**src/rtl/conv33_ctrl_pkg.sv**
```systemverilog
// Shared constants and FSM encoding for the 3x3 convolution window controller.
package conv33_ctrl_pkg;

  localparam int CONV_DIM_WIDTH  = 6;
  localparam int CONV_ADDR_WIDTH = 12;

  typedef enum logic [1:0] {
    ST_IDLE  = 2'd0,
    ST_RUN   = 2'd1,
    ST_DRAIN = 2'd2,
    ST_DONE  = 2'd3
  } state_e;

endpackage

```
**src/rtl/conv33_ctrl.sv**
```systemverilog
// Sequences 3x3 stride-1 windows over a WxH image and counts the results
// coming back from the MAC datapath into a row-major output map.
module conv33_ctrl
  import conv33_ctrl_pkg::*;
#(
  parameter int DIM_WIDTH  = CONV_DIM_WIDTH,
  parameter int ADDR_WIDTH = CONV_ADDR_WIDTH
) (
  input  logic                  clk,
  input  logic                  rst,
  input  logic                  start,
  input  logic [DIM_WIDTH-1:0]  cfg_w,
  input  logic [DIM_WIDTH-1:0]  cfg_h,
  input  logic                  stall,
  input  logic                  calc_valid,
  output logic                  conv33_en,
  output logic [DIM_WIDTH-1:0]  win_row,
  output logic [DIM_WIDTH-1:0]  win_col,
  output logic                  wr_en,
  output logic [ADDR_WIDTH-1:0] wr_addr,
  output logic                  busy,
  output logic                  done,
  output logic                  cfg_err
);

  // Window and write counts need twice the dimension width so 61x61 style maps never truncate.
  localparam int CNT_WIDTH = 2 * DIM_WIDTH;
  localparam logic [DIM_WIDTH-1:0] MIN_DIM = DIM_WIDTH'(3);

  state_e                 state_q, state_d;
  logic [DIM_WIDTH-1:0]   cfgWidth_q, cfgWidth_d;
  logic [DIM_WIDTH-1:0]   cfgHeight_q, cfgHeight_d;
  logic [DIM_WIDTH-1:0]   issueRow_q, issueRow_d;
  logic [DIM_WIDTH-1:0]   issueCol_q, issueCol_d;
  logic                   allIssued_q, allIssued_d;
  logic [CNT_WIDTH-1:0]   wrCount_q, wrCount_d;
  logic [ADDR_WIDTH-1:0]  wrAddr_q, wrAddr_d;
  logic [DIM_WIDTH-1:0]   winRow_q, winRow_d;
  logic [DIM_WIDTH-1:0]   winCol_q, winCol_d;
  logic                   en_q, en_d;
  logic                   busy_q, busy_d;
  logic                   done_q, done_d;
  logic                   cfgErr_q, cfgErr_d;

  logic [DIM_WIDTH-1:0]   outW, outH;
  logic [CNT_WIDTH-1:0]   totalWin, wrCountNext;

  assign outW        = cfgWidth_q - DIM_WIDTH'(2);
  assign outH        = cfgHeight_q - DIM_WIDTH'(2);
  assign totalWin    = CNT_WIDTH'(outW) * CNT_WIDTH'(outH);
  assign wr_en       = calc_valid & busy_q;
  assign wrCountNext = wrCount_q + CNT_WIDTH'(wr_en);

  always_comb begin
    state_d     = state_q;
    cfgWidth_d  = cfgWidth_q;
    cfgHeight_d = cfgHeight_q;
    issueRow_d  = issueRow_q;
    issueCol_d  = issueCol_q;
    allIssued_d = allIssued_q;
    wrCount_d   = wrCountNext;
    wrAddr_d    = wr_en ? wrAddr_q + ADDR_WIDTH'(1) : wrAddr_q;
    winRow_d    = winRow_q;
    winCol_d    = winCol_q;
    en_d        = 1'b0;
    cfgErr_d    = 1'b0;

    case (state_q)
      ST_IDLE: begin
        if (start) begin
          if (cfg_w >= MIN_DIM && cfg_h >= MIN_DIM) begin
            state_d     = ST_RUN;
            cfgWidth_d  = cfg_w;
            cfgHeight_d = cfg_h;
            issueRow_d  = '0;
            issueCol_d  = '0;
            allIssued_d = 1'b0;
            wrCount_d   = '0;
            wrAddr_d    = '0;
            winRow_d    = '0;
            winCol_d    = '0;
          end else begin
            cfgErr_d = 1'b1;
          end
        end
      end
      ST_RUN: begin
        // The last window's enable cycle stays in RUN; DRAIN starts once nothing is left to issue.
        if (allIssued_q) begin
          state_d = ST_DRAIN;
        end else if (!stall) begin
          en_d     = 1'b1;
          winRow_d = issueRow_q;
          winCol_d = issueCol_q;
          if (issueCol_q == outW - DIM_WIDTH'(1)) begin
            issueCol_d = '0;
            if (issueRow_q == outH - DIM_WIDTH'(1)) begin
              allIssued_d = 1'b1;
            end else begin
              issueRow_d = issueRow_q + DIM_WIDTH'(1);
            end
          end else begin
            issueCol_d = issueCol_q + DIM_WIDTH'(1);
          end
        end
      end
      ST_DRAIN: begin
        if (wrCountNext == totalWin) begin
          state_d = ST_DONE;
        end
      end
      default: begin
        state_d = ST_IDLE;
      end
    endcase

    busy_d = (state_d == ST_RUN) || (state_d == ST_DRAIN);
    done_d = (state_d == ST_DONE);
  end

  always_ff @(posedge clk or posedge rst) begin
    if (rst) begin
      state_q     <= ST_IDLE;
      cfgWidth_q  <= '0;
      cfgHeight_q <= '0;
      issueRow_q  <= '0;
      issueCol_q  <= '0;
      allIssued_q <= 1'b0;
      wrCount_q   <= '0;
      wrAddr_q    <= '0;
      winRow_q    <= '0;
      winCol_q    <= '0;
      en_q        <= 1'b0;
      busy_q      <= 1'b0;
      done_q      <= 1'b0;
      cfgErr_q    <= 1'b0;
    end else begin
      state_q     <= state_d;
      cfgWidth_q  <= cfgWidth_d;
      cfgHeight_q <= cfgHeight_d;
      issueRow_q  <= issueRow_d;
      issueCol_q  <= issueCol_d;
      allIssued_q <= allIssued_d;
      wrCount_q   <= wrCount_d;
      wrAddr_q    <= wrAddr_d;
      winRow_q    <= winRow_d;
      winCol_q    <= winCol_d;
      en_q        <= en_d;
      busy_q      <= busy_d;
      done_q      <= done_d;
      cfgErr_q    <= cfgErr_d;
    end
  end

  assign conv33_en = en_q;
  assign win_row   = winRow_q;
  assign win_col   = winCol_q;
  assign wr_addr   = wrAddr_q;
  assign busy      = busy_q;
  assign done      = done_q;
  assign cfg_err   = cfgErr_q;

endmodule

```
**config.mk**
```make
export PLATFORM = sky130hd
export DESIGN_NAME = conv33_ctrl
export DESIGN_NICKNAME = d
export VERILOG_FILES = /design/src/rtl/conv33_ctrl_pkg.sv /design/src/rtl/conv33_ctrl.sv
export SDC_FILE = /design/constraint.sdc
export NUM_CORES = 1
export LEC_CHECK = 0
export BUFFER_PORTS_ARGS = -buffer_cell sky130_fd_sc_hd__buf_4
export CAP_MARGIN = 20
export CORE_MARGIN = 5
export CORE_UTILIZATION = 60
export CTS_CLUSTER_SIZE = 8
export DETAILED_ROUTE_END_ITERATION = 10
export GPL_TIMING_DRIVEN = 0
export PLACE_DENSITY = 0.82
export SYNTH_ARGS = -nofsm -noshare
export SYNTH_HDL_FRONTEND = slang
export SYNTH_SLANG_ARGS = --single-unit
export TNS_END_PERCENT = 50
```
**constraint.sdc**
```tcl
create_clock -name clk -period 16.3 [get_ports clk]
set_input_delay 1.63 -clock clk [delete_from_list [all_inputs] [get_ports clk]]
set_output_delay 1.63 -clock clk [all_outputs]
set_load 0.005 [all_outputs]
```
* Yosys cells after proc, flatten, opt, wreduce, memory -nomap -nowiden *
Index checks and enable logic that the tools add are counted.

storage, ports and cells
  register bits = 67
  latch bits = 0
  memory bits (writable) = 0
  bits in read-only memories = 0
  bits of input ports = 17
  output and inout port bits = 29
  memories kept = 0

operators by class
  $add $sub $neg = 8
  $mul = 1
  divide/modulo/power cells = 0
  $lt $le $gt $ge = 2
  equal/unequal tests = 14
  shift operators = 0
  mux-type cells = 42
  bitwise gates (word level) = 1
  reductions and logical operators = 8

operators with widths
  kind                     number
  $mux W12                 7
  $mux W6                  13
  $pmux W6 S2              4
  $add A12 B1 Y12          1
  $add A12 B1 Y12 const B  1
  $add A6 B1 Y6 const B    2
  $eq A12 B12 Y1           1
  $eq A6 B6 Y1             2
  $ge A6 B2 Y1 const B     2
  $mul A6 B6 Y12           1
  $mux W1                  12
  $ne A2 B2 Y1 const B     6
  $sub A6 B1 Y6 const B    2
  $sub A6 B2 Y6 const B    2
  $mux W2                  4
  $reduce_and A7 Y1        1
  $eq A2 B2 Y1 const B     3
  $pmux W2 S3              1
  $reduce_and A3 Y1        2
  $reduce_and A5 Y1        1
  $eq A2 B1 Y1 const B     2
  $logic_not A2 Y1         1
  $pmux W1 S2              1
  $reduce_bool A2 Y1       1
  3 further kinds          3

* Depth between registers and ports, before layout *
  depth after elaboration = 8
  gate-level depth with buffers = 19

* Worst setup path after synthesis *
OpenSTA, ideal clock, no wires.

  path type = register to register
  start = reg cfgHeight_q[1]
  end = reg busy_q (netlist: busy)
  arrival time = 5113 ps
  slack = 11061 ps
  stages on the path, launching flop included = 19
  path buffers = 1
  clock period less this slack = 5239 ps
  path through = dfrtp_1 -> clkbuf_1 -> inv_1 -> ha_1 -> nor3b_1 -> xnor2_1 -> or2_2 -> fa_1 -> fa_1 -> fa_1 -> inv_1 -> ha_1 -> or3_1 -> nor2b_1 -> a2111oi_0 -> a31oi_1 -> nor2_1 -> a41o_1 -> ha_1

on the way
  word-level cells in the longest chain between the ends = 7

ends and longest elaborated chain
  what                                          line                source
  from (decl)                                   conv33_ctrl.sv:32   logic [DIM_WIDTH-1:0] cfgHeight_q, cfgHeight_d;
  from (signal assigned)                        conv33_ctrl.sv:140  cfgHeight_q <= cfgHeight_d;
  $sub A6 B2 Y6 *                               conv33_ctrl.sv:49   assign outH = cfgHeight_q - DIM_WIDTH'(2);
  $mul A6 B6 Y12 *                              conv33_ctrl.sv:50   assign totalWin = CNT_WIDTH'(outW) * CNT_WIDTH'(outH);
  $eq A12 B12 Y1 *                              conv33_ctrl.sv:108  if (wrCountNext == totalWin) begin
  $mux W2 *                                     conv33_ctrl.sv:108
  $pmux W2 S3 *                                 conv33_ctrl.sv:68   case (state_q)
  named net state_d[0]                          conv33_ctrl.sv:30   state_e state_q, state_d;
  $eq A2 B1 Y1 or $eq A2 B2 Y1 (tied branches)  conv33_ctrl.sv:117  busy_d = (state_d == ST_RUN) || (state_d == ST_DRAIN);
  $logic_or A1 B1 Y1 *                          conv33_ctrl.sv:117
  named net busy_d                              conv33_ctrl.sv:41   logic busy_q, busy_d;
  to (signal assigned)                          conv33_ctrl.sv:149  busy_q <= busy_d;
  to (decl)                                     conv33_ctrl.sv:41

The timed path passes the listed nets; every way through them passes the cells marked *.
A chain may end at the register's enable or synchronous reset.

* Final worst setup path *
Ends and elaborated chain as after synthesis.

==> reports/qor.csv <==
metric,value,unit
status,completed,
Final Hold Fails,0,
CTS tree,done,
syn_area_per_cell,9.167,um2
Post-synth top flop,dfrtp_1,
num ports,46,
slew margin rel.,0.4616,
core area,7727,um2
CTS buffer count,9,
Synth top area share,0.3511,
GR peak layer,met2,
Post-synth top cells,"67 x dfrtp_1, 66 x nor2_1, 56 x nand2_1",
post-DP HPWL,8.228,mm
clock-pin slew on the worst setup and hold paths,0.07,ns
Area Overhead vs Synth,13.68,%
setup bufs post-CTS,0,
worst slew pin tran,0.8019,ns
Fmax,172.7,MHz
GR Util met3,0.05049,
DRC,0,
total track usage,0.2204,
first-pass GRT wire length,17.69,mm
fraction of layout cells with a size suffix above 1,0.1443,
critical path data required time,16.53,ns
clk sink count,67,
grt met2 use,0.3704,
die area,9844,um2
max-slew violations,0,
Initial Util,0.6180,
Synthesized Nets,589,
CP startpoint kind,flop,
number of global-route vias before repair,3906,
final WL,10.48,mm
GP Congestion,0.9386,
max_cap viols,0,
number of vias per cell,5.718,
synthesized area,4776,um2
final setup fails,0,
async set-reset flop share out of synthesis,1.000,
post-route clock period utilization,0.3551,
sequential share of the synthesized area,0.3511,
number of flops mapped to enable cells by yosys,0,
NumNets Final,646,
Root Driver,clkbuf_8,
# port buffers,45,
Crit Path Max Fanout,10,
ANT cells,0,
"antenna viol nets, final",0,
largest cells by area after synthesis,"dfrtp_1 35%, ha_1 8.9%, fa_1 7.1%, xnor2_1 6.1%, nor2_1 5.2%",
Resize count post-CTS,0,
worst skew pair latency,0.34,ns
drt first pass iters,5,
Mapped Cells,521,
Chip Height,99.22,um
site row count,32,
#FFs+latches synth,67,
initial antenna violation count,0,
routed length per instance,15.32,um
die width,99.22,um
DRT iter0 DRCs,242,
hold_buf cts,0,
Max Root-Sink Buffers,2,
GRT Residual Overflow,0,
Period minus WS final,5.789,ns
CP Capture Type,flop,
Hold Crit Class,flop to flop,
Setup TNS,0,ns
Synth cell types,53,
H-tree Lvls,3,
kind of critical path,flop to flop,
Synth warnings,0,
largest net degree at the start of global routing,36,
RSZ-0062 raised after global routing,false,
met1 track demand over resource,0.2787,
Vias,3911,
Worst Path Arrival,6.02,ns
"area leader, netlist",dfrtp_1,
top-count cell post-synth,dfrtp_1,
skew final,0.009200,ns
==> area by class of cell <==
type / count / area [um2]
clock inverters: 5 / 30.03
plain buffers: 20 / 83.83
multi-input cells: 398 / 2880
fillers: 593 / 2298
repair buffers: 46 / 357.8
inverters: 36 / 135.1
flip-flops and latches: 67 / 1677
well taps: 102 / 127.6
clock buffers: 10 / 137.6
==> cell families after synthesis <==
logic type / after synthesis / share of synthesized area
buf+inv: 56 / 0.04585
mux: 7 / 0.01624
simple gates: 215 / 0.2146
xor+xnor: 58 / 0.1218
fa+ha+maj: 51 / 0.1603
compound gates: 67 / 0.09013
flops: 67 / 0.3511
==> registers in the layout, summed over array words and instances, names as in the netlist <==
signal       flops
wrCount_q       12
wr_addr         12
cfgHeight_q      6
cfgWidth_q       6
issueCol_q       6
issueRow_q       6
win_col          6
win_row          6
state_q          2
allIssued_q      1
busy             1
cfg_err          1
conv33_en        1
done             1
==> path summary, 6_finish.rpt <==
path                                      from  slack, ns  depth (start not counted)          to
max in group asynchronous                  rst      14.25                          3   conv33_en
worst min-delay path                win_col[3]       0.47                          2  win_col[3]
worst max register to register  cfgHeight_q[1]      10.51                         18        busy
worst max-delay path            cfgHeight_q[1]      10.51                         18        busy
worst min register to register      win_col[3]       0.47                          2  win_col[3]
min in group asynchronous                  rst       1.43                          2  wr_addr[7]
==> layer usage <==
layer,up-vias,wire (um)
li1,1884,-
met1,1870,4492
met2,130,5161
met3,27,591
met4,0,238
met5,-,0
==> cells in the final DEF, fill, tap and decap left out, types with 9 or more instances in the layout <==
master    instances
nand4_1           9
nand2_1          56
nor2_1           66
nand2b_1         10
xor2_1           20
nor3_1            9
dfrtp_1          67
clkbuf_1         14
clkbuf_8         10
o21ai_0          22
buf_4            46
ha_1             34
inv_1            35
xnor2_1          33
nand3_1          26
fa_1             17
a21oi_1          11
==> worst max-delay path, cell delays in order (launching register included) <==
cell and delay, ns:
dfrtp_1 0.42, clkbuf_1 0.23, inv_1 0.14, ha_1 0.32
nor3b_1 0.40, xnor2_1 0.25, or2_2 0.34, fa_1 0.52
fa_1 0.54, fa_1 0.56, inv_1 0.04, ha_1 0.33
or3_1 0.39, nor2b_1 0.15, a2111oi_0 0.39, a31oi_1 0.08
nor2_1 0.12, a41o_1 0.23, ha_1 0.24
==> metrics by stage <==
stage               worst slack, ns  instance area, um2  cells  utilization  hold slack [ns]
detailed placement            10.57                5261    669       0.6809           0.4571
floorplan                     11.06                4776    521            -           0.4283
finish                        10.51                5429    684       0.7026           0.4668
global placement              10.60                5241    668       0.6783           0.4541
CTS                           10.52                5429    684       0.7026           0.4727
global route                  10.12                5429    684       0.7026           0.4959
Power is not shown: default switching activity piles up to over one toggle a cycle in this logic, so the estimate is an artifact.
